[src/rtl/kfps2kb_host_transmitter.sv]
// rtl/kfps2kb_host_transmitter.sv - PS/2 host-to-device command byte transmitter
// Optional feature macro: KFPS2KB_HOST_TX_RETRY_EN (one automatic resend after the first NACK).
module kfps2kb_host_transmitter #(
    parameter logic [15:0] inhibit_time = 16'd5000,
    parameter logic [15:0] request_time = 16'hFFFF,
    parameter logic [15:0] over_time    = 16'd1000
) (
    input  logic       clock,
    input  logic       reset,
    input  logic       device_clock,
    input  logic       device_data,
    output logic       device_clock_out,
    output logic       device_data_out,
    input  logic [7:0] tx_data,
    input  logic       tx_write,
    output logic       tx_busy,
    output logic       tx_done,
    output logic       error_flag
);
    typedef enum logic [2:0] {IDLE, INHIBIT, START, REQUEST, SEND, ACK, WAIT_IDLE} state_t;

    state_t      state;
    logic [15:0] timer;
    logic [3:0]  bit_count;
    logic [9:0]  frame;
    logic        prev_device_clock;
    logic        fall;
    logic        timeout;
`ifdef KFPS2KB_HOST_TX_RETRY_EN
    logic        retried;
`endif

    assign fall = prev_device_clock & ~device_clock;

    always_comb begin
        timeout = 1'b0;
        case (state)
            REQUEST:              timeout = (timer == request_time);
            SEND, ACK, WAIT_IDLE: timeout = (timer == over_time);
            default:              timeout = 1'b0;
        endcase
    end

    always_ff @(posedge clock or posedge reset) begin
        if (reset) begin
            state             <= IDLE;
            timer             <= 16'd0;
            bit_count         <= 4'd0;
            frame             <= 10'd0;
            prev_device_clock <= 1'b0;
            device_clock_out  <= 1'b0;
            device_data_out   <= 1'b0;
            tx_busy           <= 1'b0;
            tx_done           <= 1'b0;
            error_flag        <= 1'b0;
`ifdef KFPS2KB_HOST_TX_RETRY_EN
            retried           <= 1'b0;
`endif
        end else begin
            prev_device_clock <= device_clock;
            tx_done           <= 1'b0;
            error_flag        <= 1'b0;
            if (timeout) begin
                device_clock_out <= 1'b0;
                device_data_out  <= 1'b0;
                tx_busy          <= 1'b0;
                error_flag       <= 1'b1;
                state            <= IDLE;
            end else begin
                case (state)
                    IDLE: begin
                        device_clock_out <= 1'b0;
                        device_data_out  <= 1'b0;
                        tx_busy          <= 1'b0;
`ifdef KFPS2KB_HOST_TX_RETRY_EN
                        retried          <= 1'b0;
`endif
                        if (tx_write) begin
                            // frame = {stop, odd parity, data}; bits leave LSB first
                            frame            <= {1'b1, ~^tx_data, tx_data};
                            bit_count        <= 4'd0;
                            timer            <= 16'd0;
                            device_clock_out <= 1'b1;
                            tx_busy          <= 1'b1;
                            state            <= INHIBIT;
                        end
                    end
                    INHIBIT: begin
                        if (timer == inhibit_time - 16'd1) begin
                            timer           <= 16'd0;
                            device_data_out <= 1'b1;
                            state           <= START;
                        end else begin
                            timer <= timer + 16'd1;
                        end
                    end
                    START: begin
                        device_clock_out <= 1'b0;
                        timer            <= 16'd0;
                        state            <= REQUEST;
                    end
                    REQUEST, SEND: begin
                        // Each device falling edge presents the next frame bit; the
                        // open-drain line carries the bit, so the pull-down is its inverse.
                        if (fall) begin
                            timer           <= 16'd0;
                            device_data_out <= ~frame[bit_count];
                            if (bit_count == 4'd9) begin
                                state <= ACK;
                            end else begin
                                bit_count <= bit_count + 4'd1;
                                state     <= SEND;
                            end
                        end else begin
                            timer <= timer + 16'd1;
                        end
                    end
                    ACK: begin
                        if (fall) begin
                            timer <= 16'd0;
                            if (!device_data) begin
                                state <= WAIT_IDLE;
                            end
`ifdef KFPS2KB_HOST_TX_RETRY_EN
                            else if (!retried) begin
                                retried          <= 1'b1;
                                bit_count        <= 4'd0;
                                device_clock_out <= 1'b1;
                                device_data_out  <= 1'b0;
                                state            <= INHIBIT;
                            end
`endif
                            else begin
                                error_flag <= 1'b1;
                                tx_busy    <= 1'b0;
                                state      <= IDLE;
                            end
                        end else begin
                            timer <= timer + 16'd1;
                        end
                    end
                    WAIT_IDLE: begin
                        if (device_clock && device_data) begin
                            tx_done <= 1'b1;
                            tx_busy <= 1'b0;
                            state   <= IDLE;
                        end else if (fall) begin
                            timer <= 16'd0;
                        end else begin
                            timer <= timer + 16'd1;
                        end
                    end
                    default: state <= IDLE;
                endcase
            end
        end
    end
endmodule

[config.mk]
export PLATFORM = sky130hd
export DESIGN_NAME = kfps2kb_host_transmitter
export DESIGN_NICKNAME = d
export VERILOG_FILES = /design/src/rtl/kfps2kb_host_transmitter.sv
export SDC_FILE = /design/constraint.sdc
export NUM_CORES = 1
export LEC_CHECK = 0
export CAP_MARGIN = 10
export CORE_MARGIN = 5
export CORE_UTILIZATION = 61
export CTS_CLUSTER_DIAMETER = 120
export CTS_CLUSTER_SIZE = 12
export DETAILED_ROUTE_END_ITERATION = 10
export GPL_TIMING_DRIVEN = 0
export PLACE_DENSITY = 0.92
export SLEW_MARGIN = 20
export SYNTH_ARGS = -nofsm -noshare
export SYNTH_HDL_FRONTEND = slang
export SYNTH_SLANG_ARGS = --single-unit
[constraint.sdc]
create_clock -name clock -period 5.6 [get_ports clock]
set_input_delay 1.12 -clock clock [delete_from_list [all_inputs] [get_ports clock]]
set_output_delay 1.12 -clock clock [all_outputs]
set_load 0.05 [all_outputs]
== Word-level counts from Yosys, hierarchy flattened ==
Index checks and enable logic that the tools add are counted.

* Order comparisons: 1
* Reductions and logical operators: 17
* Muxes and demuxes: 40
* Equality and inequality tests: 20
* Bitwise gates (word level): 4
* Add/subtract/negate cells: 2

{| class="wikitable"
|+ Operator list
! kind !! number
|-
| one-hot mux 16 bit (5 select lines) || 1
|-
| two-way mux 16 bit || 4
|-
| two-way mux 3 bit || 7
|-
| two-way mux 1 bit || 18
|-
| != test 3 bit (second input constant) || 6
|-
| one-hot mux 3 bit (6 select lines) || 1
|-
| adder 16 x 1 -> 16 bit (second input constant) || 1
|-
| equality test 16 x 10 -> 1 bit (second input constant) || 1
|-
| equality test 16 x 13 -> 1 bit (second input constant) || 1
|-
| equality test 16 bit (second input constant) || 1
|-
| two-way mux 4 bit || 3
|-
| AND reduction 5 bit || 2
|-
| equality test 3 bit (second input constant) || 3
|-
| != test 2 bit (second input constant) || 4
|-
| one-hot mux 4 bit (2 select lines) || 1
|-
| AND reduction 4 bit || 2
|-
| nonzero test 4 bit || 2
|-
| XNOR reduction 8 bit || 1
|-
| equality test 3 x 2 -> 1 bit (second input constant) || 2
|-
| one-hot mux 1 bit (3 select lines) || 2
|-
| AND reduction 3 bit || 2
|-
| OR reduction 3 bit || 2
|-
| < comparator 4 x 5 -> 1 bit (second input constant) || 1
|-
| nonzero test 5 bit || 1
|-
| other kinds (12) || 15
|}

* Input bits: 13
* Output and inout bits: 5
* Bits in registers: 39

== Logic depth before layout (Yosys ltp) ==
Gate-level depths: netlist (run 1).

* Word-level depth: 6
* Mapped depth: 8
* Mapped depth without buffers: 7

== Worst setup path after synthesis (run 1) ==
Ideal clock, no wire load.

* Path type: input to register
* Start: in device_clock
* End: reg timer[0]
* Data arrival time: 2.128 ns
* Stages on the path: 6
* Buffers on the path: 1
* Data required time: 5.475 ns
* Slack: 3.347 ns
* Setup time: 0.125 ns
* Cells stage by stage: or2b_2 > o21ai_2 > o21a_1 > buf_6 > nor3_4 > mux2_4

* Longest elaborated chain between the ends: 5

{| class="wikitable"
|+ RTL lines
! item !! line !! text
|-
| start: declaration || 10 || <nowiki>input logic device_clock,</nowiki>
|-
| inverter 1 bit || 33 || <nowiki>assign fall = prev_device_clock & ~device_clock;</nowiki>
|-
| bitwise AND 1 bit || 33 ||
|-
| two-way mux 16 bit || 105, 119, 147 ||
|-
| two-way mux 16 bit || 143 || <nowiki>if (device_clock && device_data) begin</nowiki>
|-
| one-hot mux 16 bit (5 select lines) || 70 || <nowiki>case (state)</nowiki>
|-
| end signal: assignment || 115 || <nowiki>timer <= timer + 16'd1;</nowiki>
|-
| end signal: assignment || 139 || <nowiki>timer <= timer + 16'd1;</nowiki>
|-
| end signal: assignment || 150 || <nowiki>timer <= timer + 16'd1;</nowiki>
|-
| end: declaration || 23 || <nowiki>logic [15:0] timer;</nowiki>
|}

Several ways; a longest one is shown, not always the timed one. The select of a mux whose other input is x is not followed.
A chain may end at the register's enable or synchronous reset.

== Worst setup path in the final report (run 1) ==
* Start: in tx_write
* End: reg bit_count[0]

* Longest elaborated chain between the ends: 2

{| class="wikitable"
|+ RTL lines
! item !! line !! text
|-
| start: declaration || 15 || <nowiki>input logic tx_write,</nowiki>
|-
| != test 2 bit (no source line) || -- ||
|-
| AND reduction 5 bit (no source line) || -- ||
|-
| end signal: assignment || 111 || <nowiki>bit_count <= bit_count + 4'd1;</nowiki>
|-
| end: declaration || 24 || <nowiki>logic [3:0] bit_count;</nowiki>
|}

No other way between the ends.

==> impl_metrics.prom, run 1 <==
# TYPE chip_impl_metric gauge
chip_impl_metric{name="fin_setup_tns",unit="ns"} 0
chip_impl_info{name="kind_of_cell_adding_the_most_delay_to_the_critical_path",value="compound AO/OA/AOI/OAI gates"} 1
chip_impl_metric{name="detail_route.wl_per_cell",unit="um"} 17.9
chip_impl_metric{name="ios",unit=""} 18
chip_impl_info{name="worst_path_max_delay_cell",value="sky130_fd_sc_hd__a21boi_0"} 1
chip_impl_info{name="run_status",value="finished, final reports clean"} 1
chip_impl_metric{name="synth_sequential_area_ratio",unit="%"} 38.5
chip_impl_metric{name="global_route_total_usage_across_every_layer",unit="%"} 24.3
chip_impl_metric{name="fin_area",unit="um^2"} 2870
chip_impl_metric{name="slew_headroom",unit="%"} 59.1
chip_impl_metric{name="global_route.overflow_total",unit=""} 0
chip_impl_metric{name="max_stage_delay",unit="ns"} 0.56
chip_impl_metric{name="max_cap_violations",unit=""} 0
chip_impl_metric{name="floorplan.rows",unit=""} 23
chip_impl_metric{name="cts_hold_repair.buffers",unit=""} 0
chip_impl_metric{name="setup_viol",unit=""} 0
chip_impl_info{name="ys.flop_type",value="sky130_fd_sc_hd__dfrtp_1"} 1
chip_impl_metric{name="timing.final.max_slew_violations",unit=""} 0
chip_impl_metric{name="start_util",unit="%"} 63.3
chip_impl_metric{name="route.final.wire_length",unit="mm"} 5.88
chip_impl_info{name="setup_repair_after_global_routing_missed_its_margin",value="no"} 1
chip_impl_metric{name="power_leakage",unit="uW"} 0.00117
chip_impl_metric{name="post_synth_edffs",unit=""} 0
chip_impl_metric{name="dpl.hpwl",unit="mm"} 4.10
chip_impl_metric{name="numCtsBuffers",unit=""} 5
chip_impl_metric{name="hold_viol",unit=""} 0
chip_impl_metric{name="yosys_register_bits",unit=""} 39
chip_impl_metric{name="ant_nets",unit=""} 0
chip_impl_metric{name="netlist_area",unit="um^2"} 2530
chip_impl_metric{name="area_of_the_multi_input_gates",unit="um^2"} 1400
chip_impl_metric{name="avg_vias_per_cell",unit=""} 6.62
chip_impl_metric{name="ys_types",unit=""} 69
chip_impl_metric{name="irDropWorstVdd",unit="V"} 0.000254
chip_impl_metric{name="worst_setup_hold_path_clk_slew",unit="ns"} 0.07
chip_impl_metric{name="dieWidth",unit="um"} 74.5
chip_impl_info{name="timing.critical_path.to_type",value="flip-flop"} 1
chip_impl_metric{name="cts_sinks",unit=""} 39
chip_impl_metric{name="critPathArrivalTime",unit="ns"} 2.88
chip_impl_metric{name="fin_clk_skew",unit="ns"} 0.0196
chip_impl_metric{name="port_buffers",unit=""} 17
chip_impl_metric{name="clk_lat_worst_skew",unit="ns"} 0.30
chip_impl_metric{name="ys_warn_count",unit=""} 0
chip_impl_metric{name="finish.net_count",unit=""} 293
chip_impl_metric{name="total_number_of_h_tree_levels",unit=""} 2
chip_impl_metric{name="avgSynthCellArea",unit="um^2"} 10.1
chip_impl_info{name="crit_chain",value="clkdlybuf4s50_1, nand3_1, a21boi_0, o21ai_1, o21ai_0"} 1
chip_impl_metric{name="syn2layout_area_growth",unit="%"} 13.3
chip_impl_metric{name="ctsResizeCount",unit=""} 0
chip_impl_metric{name="post-cts-setup-buffers",unit=""} 0
chip_impl_metric{name="largest_net_degree_at_the_start_of_global_routing",unit=""} 28
chip_impl_metric{name="fillers",unit=""} 297
chip_impl_metric{name="placement.cell_area",unit="um^2"} 2790
chip_impl_metric{name="number_of_global_route_vias_before_repair",unit=""} 2247
chip_impl_metric{name="finalHoldWorstSlack",unit="ns"} 0.481
chip_impl_metric{name="power-per-cell-area",unit="nW/um^2"} 453
chip_impl_metric{name="drive_above_1_share",unit="%"} 19.4
chip_impl_metric{name="post-layout-total-power",unit="uW"} 1300
chip_impl_metric{name="min_period",unit="ns"} 2.68
chip_impl_info{name="clock_tree.root_cell",value="sky130_fd_sc_hd__clkbuf_8"} 1
chip_impl_metric{name="synth_cells",unit=""} 252
chip_impl_metric{name="route.vias.total",unit=""} 2172
chip_impl_metric{name="maxClockFrequency",unit="GHz"} 0.373
chip_impl_info{name="cts_tree",value="done"} 1
chip_impl_metric{name="placeableCoreArea",unit="um^2"} 4000
chip_impl_metric{name="seqCellArea",unit="um^2"} 976
chip_impl_info{name="class_of_the_most_critical_hold_timing_path",value="flip-flop to flip-flop"} 1
chip_impl_info{name="critical_path_class",value="primary input to flip-flop"} 1
chip_impl_metric{name="grt_pass1_wl",unit="mm"} 10.6
chip_impl_metric{name="synth_async_sr_flop_share",unit="%"} 100
chip_impl_metric{name="drt_pre_antenna_iters",unit=""} 4
chip_impl_metric{name="crit_path_max_fanout",unit=""} 8
chip_impl_metric{name="crit_buf_inv",unit=""} 1
chip_impl_metric{name="synth_fp_nets",unit=""} 268
chip_impl_metric{name="period_share",unit="%"} 47.9
chip_impl_metric{name="dieArea",unit="um^2"} 5540
chip_impl_metric{name="number_of_antenna_violations_at_the_first_check_in_global_routing",unit=""} 0
chip_impl_metric{name="drtIter0Drc",unit=""} 334
chip_impl_info{name="worstSetupStartpointType",value="primary input"} 1
chip_impl_metric{name="critical_path_required",unit="ns"} 5.80
chip_impl_metric{name="insertedDiodeCount",unit=""} 0
chip_impl_metric{name="max_slew.worst_pin.slew",unit="ns"} 0.608
chip_impl_metric{name="route.detailed.drc",unit=""} 0
chip_impl_metric{name="die_y",unit="um"} 74.5
chip_impl_metric{name="place_congestion",unit=""} 0.919
chip_impl_metric{name="max-clock-path-buffers",unit=""} 2
cells in the mapped netlist (3+ instances only):
| master | count | area [um^2] |
|---|---|---|
| sky130_fd_sc_hd__ha_1 | 3 | 37.5 |
| sky130_fd_sc_hd__o2bb2ai_1 | 3 | 26.3 |
| sky130_fd_sc_hd__mux2_2 | 9 | 101 |
| sky130_fd_sc_hd__a21oi_1 | 10 | 50.1 |
| sky130_fd_sc_hd__buf_6 | 6 | 67.6 |
| sky130_fd_sc_hd__nand3b_1 | 3 | 22.5 |
| sky130_fd_sc_hd__buf_2 | 3 | 15.0 |
| sky130_fd_sc_hd__nand3_1 | 11 | 55.1 |
| sky130_fd_sc_hd__nand2_1 | 14 | 52.6 |
| sky130_fd_sc_hd__inv_1 | 5 | 18.8 |
| sky130_fd_sc_hd__a31oi_1 | 7 | 43.8 |
| sky130_fd_sc_hd__o211ai_1 | 6 | 45.0 |
| sky130_fd_sc_hd__clkbuf_1 | 4 | 15.0 |
| sky130_fd_sc_hd__a22o_1 | 7 | 61.3 |
| sky130_fd_sc_hd__nor2b_1 | 5 | 31.3 |
| sky130_fd_sc_hd__dfrtp_1 | 39 | 976 |
| sky130_fd_sc_hd__o21ai_1 | 3 | 15.0 |
| sky130_fd_sc_hd__a211o_1 | 3 | 26.3 |
| sky130_fd_sc_hd__xnor2_1 | 6 | 52.6 |
| sky130_fd_sc_hd__o21a_1 | 3 | 22.5 |
| sky130_fd_sc_hd__nand4_1 | 5 | 31.3 |
| sky130_fd_sc_hd__nor3_1 | 7 | 35.0 |
| sky130_fd_sc_hd__o21ai_0 | 16 | 80.1 |
| sky130_fd_sc_hd__nor2_1 | 15 | 56.3 |
report_power, final:
part	internal (uW)	switching (uW)	total (uW)	leakage [uW]
combinational	315	395	710	0.000618
sequential	351	47.5	398	0.000506
clock	87.2	105	192	0.0000412
flip-flops by register name, summed over array words and instances (netlist names):
signal / cells
tx_busy: 1
device_data_out: 1
state: 3
error_flag: 1
device_clock_out: 1
prev_device_clock: 1
tx_done: 1
timer: 16
bit_count: 4
frame: 10
layout make-up:
class,instances,area share [%]
Clock inverter,2,0.436
Sequential cell,39,34.0
Timing Repair Buffer,18,6.62
Inverter,6,1.26
Buffer,16,4.40
Multi-Input combinational cell,191,48.6
Tap cell,50,2.18
Clock buffer,6,2.53
per-layer routing:
layer  wire (um)  GRT usage [%]  vias to the layer above
met2        2850           37.5                       83
met4          97           11.3                        0
met5           0              0                        -
met1        2590           33.5                     1065
met3         339           4.05                       16
li1            -              -                     1008
cells in the final DEF, fill, tap and decap left out, types with 4 or more instances in the layout:
| cell type | instances |
|---|---|
| sky130_fd_sc_hd__a22o_1 | 7 |
| sky130_fd_sc_hd__buf_6 | 6 |
| sky130_fd_sc_hd__clkbuf_8 | 6 |
| sky130_fd_sc_hd__nand3_1 | 11 |
| sky130_fd_sc_hd__nor2b_1 | 5 |
| sky130_fd_sc_hd__a31oi_1 | 7 |
| sky130_fd_sc_hd__o21ai_0 | 16 |
| sky130_fd_sc_hd__dfrtp_1 | 39 |
| sky130_fd_sc_hd__o211ai_1 | 6 |
| sky130_fd_sc_hd__clkbuf_1 | 5 |
| sky130_fd_sc_hd__a21oi_1 | 10 |
| sky130_fd_sc_hd__clkdlybuf4s50_1 | 17 |
| sky130_fd_sc_hd__mux2_2 | 9 |
| sky130_fd_sc_hd__nand4_1 | 5 |
| sky130_fd_sc_hd__nand2_1 | 14 |
| sky130_fd_sc_hd__nor3_1 | 7 |
| sky130_fd_sc_hd__inv_1 | 4 |
| sky130_fd_sc_hd__nor2_1 | 15 |
| sky130_fd_sc_hd__xnor2_1 | 6 |
metrics by stage:
step | setup slack (ns) | utilization, % | cells
after global placement | 2.69 | 69.2 | 319
after CTS | 2.93 | 71.8 | 328
after floorplan | 3.35 | - | 252
after global routing | 2.85 | 71.8 | 328
after detailed placement | 2.65 | 69.7 | 320
final | 2.92 | 71.8 | 328
worst reg2reg max path, delay by kind of cell (launching register included):
| kind | cells | cell delay (ns) |
|---|---|---|
| and+or+nand+nor | 2 | 0.59 |
| AOI/OAI and AO/OA | 3 | 0.56 |
| DFF | 1 | 0.44 |
| adders and majority gates | 1 | 0.25 |
| buffers and inverters | 1 | 0.16 |
logic make-up after synthesis:
kind of cell / Yosys count / share of synthesized area [%]
XOR/XNOR: 7 / 2.42
multiplexers: 13 / 6.27
AO/OA/AOI/OAI: 80 / 22.4
flip-flops: 39 / 38.5
adder cells (fa/ha/maj): 3 / 1.48
buffers and inverters: 22 / 6.42
AND/OR/NAND/NOR: 88 / 22.5
final timing paths:
kind / from / to / slack, ns / cells after the start
max in group asynchronous: reset / timer[7]$_DFFE_PP0P_ / 4.05 / 3
min in group asynchronous: reset / prev_device_clock$_DFF_PP0_ / 1.08 / 2
max: tx_write / bit_count[0]$_DFFE_PP0P_ / 2.92 / 5
min: frame[8]$_DFFE_PP0P_ / frame[8]$_DFFE_PP0P_ / 0.48 / 2
max reg2reg: timer[1]$_DFFE_PP0P_ / timer[15]$_DFFE_PP0P_ / 3.49 / 7
min reg2reg: frame[8]$_DFFE_PP0P_ / frame[8]$_DFFE_PP0P_ / 0.48 / 2
Note: power is estimated with default switching activity, not from simulation.
==> inputs of run 2 (changes only) <==
--- a/config.mk
+++ b/config.mk
@@ -7,12 +7,12 @@
 export LEC_CHECK = 0
 export CAP_MARGIN = 10
 export CORE_MARGIN = 5
-export CORE_UTILIZATION = 61
+export CORE_UTILIZATION = 53
 export CTS_CLUSTER_DIAMETER = 120
 export CTS_CLUSTER_SIZE = 12
 export DETAILED_ROUTE_END_ITERATION = 10
 export GPL_TIMING_DRIVEN = 0
-export PLACE_DENSITY = 0.92
+export PLACE_DENSITY = 0.86
 export SLEW_MARGIN = 20
 export SYNTH_ARGS = -nofsm -noshare
 export SYNTH_HDL_FRONTEND = slang
==> constraint.sdc (replaced) <==
create_clock -name clock -period 2.3 [get_ports clock]
set_input_delay 0.46 -clock clock [delete_from_list [all_inputs] [get_ports clock]]
set_output_delay 0.46 -clock clock [all_outputs]
set_load 0.05 [all_outputs]
==> impl_metrics.prom, run 2 (synthesis gave the netlist of run 1 again) <==
# TYPE chip_impl_metric gauge
chip_impl_metric{name="die_y",unit="um"} 79.1
chip_impl_metric{name="number_of_global_route_vias_before_repair",unit=""} 2117
chip_impl_metric{name="fin_clk_skew",unit="ns"} 0.00756
chip_impl_metric{name="timing.final.max_slew_violations",unit=""} 0
chip_impl_metric{name="drtIter0Drc",unit=""} 201
chip_impl_metric{name="finish.net_count",unit=""} 293
chip_impl_metric{name="min_delay_path_depth",unit=""} 2
chip_impl_info{name="worst_path_max_delay_cell",value="sky130_fd_sc_hd__dfrtp_1"} 1
chip_impl_metric{name="number_of_antenna_violations_at_the_first_check_in_global_routing",unit=""} 0
chip_impl_metric{name="numCtsBuffers",unit=""} 5
chip_impl_metric{name="detail_route.wl_per_cell",unit="um"} 17.2
chip_impl_metric{name="cts_sinks",unit=""} 39
chip_impl_metric{name="avg_vias_per_cell",unit=""} 6.40
chip_impl_info{name="layout.cells.most_common_list",value="sky130_fd_sc_hd__dfrtp_1 (39), sky130_fd_sc_hd__clkdlybuf4s50_1 (17), sky130_fd_sc_hd__o21ai_0 (16), sky130_fd_sc_hd__nor2_1 (15), sky130_fd_sc_hd__nand2_1 (14)"} 1
chip_impl_metric{name="maxClockFrequency",unit="GHz"} 0.479
chip_impl_info{name="critical_path_class",value="flip-flop to flip-flop"} 1
chip_impl_info{name="registers.top_by_ff_count",value="timer"} 1
chip_impl_metric{name="critical_path_required",unit="ns"} 2.53
chip_impl_metric{name="global_route.overflow_total",unit=""} 0
chip_impl_metric{name="max-clock-path-buffers",unit=""} 2
chip_impl_info{name="setup_repair_after_global_routing_missed_its_margin",value="no"} 1
chip_impl_metric{name="placement.setup.worst_slack",unit="ns"} 0.0186
chip_impl_metric{name="clk_lat_worst_skew",unit="ns"} 0.29
chip_impl_metric{name="dieArea",unit="um^2"} 6260
chip_impl_metric{name="path_depth",unit=""} 7
chip_impl_metric{name="final_core_util",unit="%"} 62.4
chip_impl_metric{name="hold_viol",unit=""} 0
chip_impl_info{name="class_of_the_most_critical_hold_timing_path",value="flip-flop to flip-flop"} 1
chip_impl_metric{name="power-per-cell-area",unit="nW/um^2"} 1130
chip_impl_metric{name="dpl.hpwl",unit="mm"} 3.94
chip_impl_metric{name="critPathArrivalTime",unit="ns"} 2.32
chip_impl_metric{name="max_cap_violations",unit=""} 0
chip_impl_metric{name="r2r.worst_path.cells",unit=""} 7
chip_impl_info{name="layout_top_registers",value="timer (16), frame (10), bit_count (4)"} 1
chip_impl_info{name="kind_of_cell_adding_the_most_delay_to_the_critical_path",value="simple AND/OR/NAND/NOR gates"} 1
chip_impl_metric{name="placement.cell_area",unit="um^2"} 2800
chip_impl_metric{name="drt_pre_antenna_iters",unit=""} 4
chip_impl_metric{name="syn2layout_area_growth",unit="%"} 15.5
chip_impl_metric{name="insertedDiodeCount",unit=""} 0
chip_impl_metric{name="drive_above_1_share",unit="%"} 20.1
chip_impl_info{name="cts_tree",value="done"} 1
chip_impl_metric{name="crit_buf_inv",unit=""} 1
chip_impl_metric{name="floorplan.rows",unit=""} 25
chip_impl_metric{name="ant_nets",unit=""} 0
chip_impl_metric{name="route.vias.total",unit=""} 2124
chip_impl_metric{name="route.detailed.drc",unit=""} 0
chip_impl_metric{name="grt_pass1_wl",unit="mm"} 9.96
chip_impl_metric{name="slew_headroom",unit="%"} 61.2
chip_impl_info{name="crit_chain",value="ha_1, nor4bb_2, and4b_4, o21a_1, buf_6, nor3_4, mux2_4"} 1
chip_impl_metric{name="period_share",unit="%"} 90.8
chip_impl_info{name="clock_tree.root_cell",value="sky130_fd_sc_hd__clkbuf_8"} 1
chip_impl_metric{name="power_leakage",unit="uW"} 0.00119
chip_impl_metric{name="ios",unit=""} 18
chip_impl_metric{name="worst_setup_hold_path_clk_slew",unit="ns"} 0.08
chip_impl_metric{name="min_period",unit="ns"} 2.09
chip_impl_info{name="layout.cells.most_common",value="sky130_fd_sc_hd__dfrtp_1"} 1
chip_impl_info{name="run_status",value="finished, final reports clean"} 1
chip_impl_metric{name="total_number_of_h_tree_levels",unit=""} 2
chip_impl_metric{name="fin_area",unit="um^2"} 2930
chip_impl_metric{name="largest_net_degree_at_the_start_of_global_routing",unit=""} 23
chip_impl_metric{name="port_buffers",unit=""} 17
chip_impl_metric{name="dieWidth",unit="um"} 79.1
chip_impl_metric{name="largest_register_ffs",unit=""} 16
chip_impl_info{name="worstSetupStartpointType",value="flip-flop"} 1
chip_impl_metric{name="max_slew.worst_pin.slew",unit="ns"} 0.576
chip_impl_metric{name="setup_viol",unit=""} 0
chip_impl_metric{name="global_route_total_usage_across_every_layer",unit="%"} 19.8
chip_impl_metric{name="fin_setup_tns",unit="ns"} 0
chip_impl_metric{name="route.final.wire_length",unit="mm"} 5.73
chip_impl_metric{name="start_util",unit="%"} 54.0
chip_impl_metric{name="irDropWorstVdd",unit="V"} 0.000502
chip_impl_metric{name="placeableCoreArea",unit="um^2"} 4690
chip_impl_metric{name="place_congestion",unit=""} 0.875
chip_impl_metric{name="max_stage_delay",unit="ns"} 0.44
chip_impl_metric{name="least_setup_slack_across_all_paths_after_layout",unit="ns"} 0.211
chip_impl_info{name="timing.critical_path.to_type",value="flip-flop"} 1
chip_impl_metric{name="crit_path_max_fanout",unit=""} 10
## run 2: final timing paths
check | start | end | slack (ns)
setup / recovery | timer[0]$_DFFE_PP0P_ | timer[0]$_DFFE_PP0P_ | 0.21
hold / removal | frame[8]$_DFFE_PP0P_ | frame[8]$_DFFE_PP0P_ | 0.48
setup reg to reg | timer[0]$_DFFE_PP0P_ | timer[0]$_DFFE_PP0P_ | 0.21
hold reg to reg | frame[8]$_DFFE_PP0P_ | frame[8]$_DFFE_PP0P_ | 0.48
max in group asynchronous | reset | timer[8]$_DFFE_PP0P_ | 1.35
min in group asynchronous | reset | state[1]$_DFFE_PP0P_ | 0.49
## run 2: worst register-to-register path, cell delays in order (launching register included)
cell	delay, ns
sky130_fd_sc_hd__dfrtp_1	0.44
sky130_fd_sc_hd__ha_1	0.27
sky130_fd_sc_hd__nor4bb_2	0.19
sky130_fd_sc_hd__and4b_4	0.23
sky130_fd_sc_hd__o21a_1	0.20
sky130_fd_sc_hd__buf_6	0.15
sky130_fd_sc_hd__nor3_4	0.33
sky130_fd_sc_hd__mux2_4	0.23
## run 2: cell type report
class,instances,area (um^2)
clock inverter,2,38.8
timing repair buffer,18,198
multi-input combinational,191,1400
fill,382,1770
inverter,6,36.3
buffer,16,126
clock buffer,6,82.6
tap,54,67.6
sequential,39,976
## run 2: through the flow
step | hold slack [ns] | std cells | total power, uW
2_1_floorplan | 0.428 | 252 | 2300
3_3_place_gp | 0.445 | 323 | 2620
3_5_place_dp | 0.462 | 324 | 2680
4_1_cts | 0.483 | 332 | 3300
5_1_grt | 0.530 | 332 | 3540
6_report | 0.476 | 332 | 3310
## run 2: routing by layer
layer	vias up	GRT usage (%)	wire length [um]
met5	-	0	0
met1	1016	26.3	2420
met4	0	7.73	123
li1	1013	-	-
met2	82	32.3	2830
met3	13	3.40	351
## run 2: where the power goes
part           internal [uW]  switching (uW)  leakage (uW)
clock                    357             257     0.0000618
combinational            769             964      0.000621
sequential               854             111      0.000506
## run 2: repair_timing
| item | 4_1_cts | 5_1_grt |
|---|---|---|
| gates resized for setup | 0 | 1 |
| setup endpoints to repair | 0 | 2 |
| setup buffers | 0 | 0 |
| hold buffers | 0 | 0 |
==> inputs of run 3 (changes only) <==
--- a/config.mk
+++ b/config.mk
@@ -13,6 +13,7 @@
 export DETAILED_ROUTE_END_ITERATION = 10
 export GPL_TIMING_DRIVEN = 0
 export PLACE_DENSITY = 0.86
+export SKIP_CTS_REPAIR_TIMING = 1
 export SLEW_MARGIN = 20
 export SYNTH_ARGS = -nofsm -noshare
 export SYNTH_HDL_FRONTEND = slang
==> results of run 3 <==
The final DEF is identical to that of run 2; final timing and power are the same.
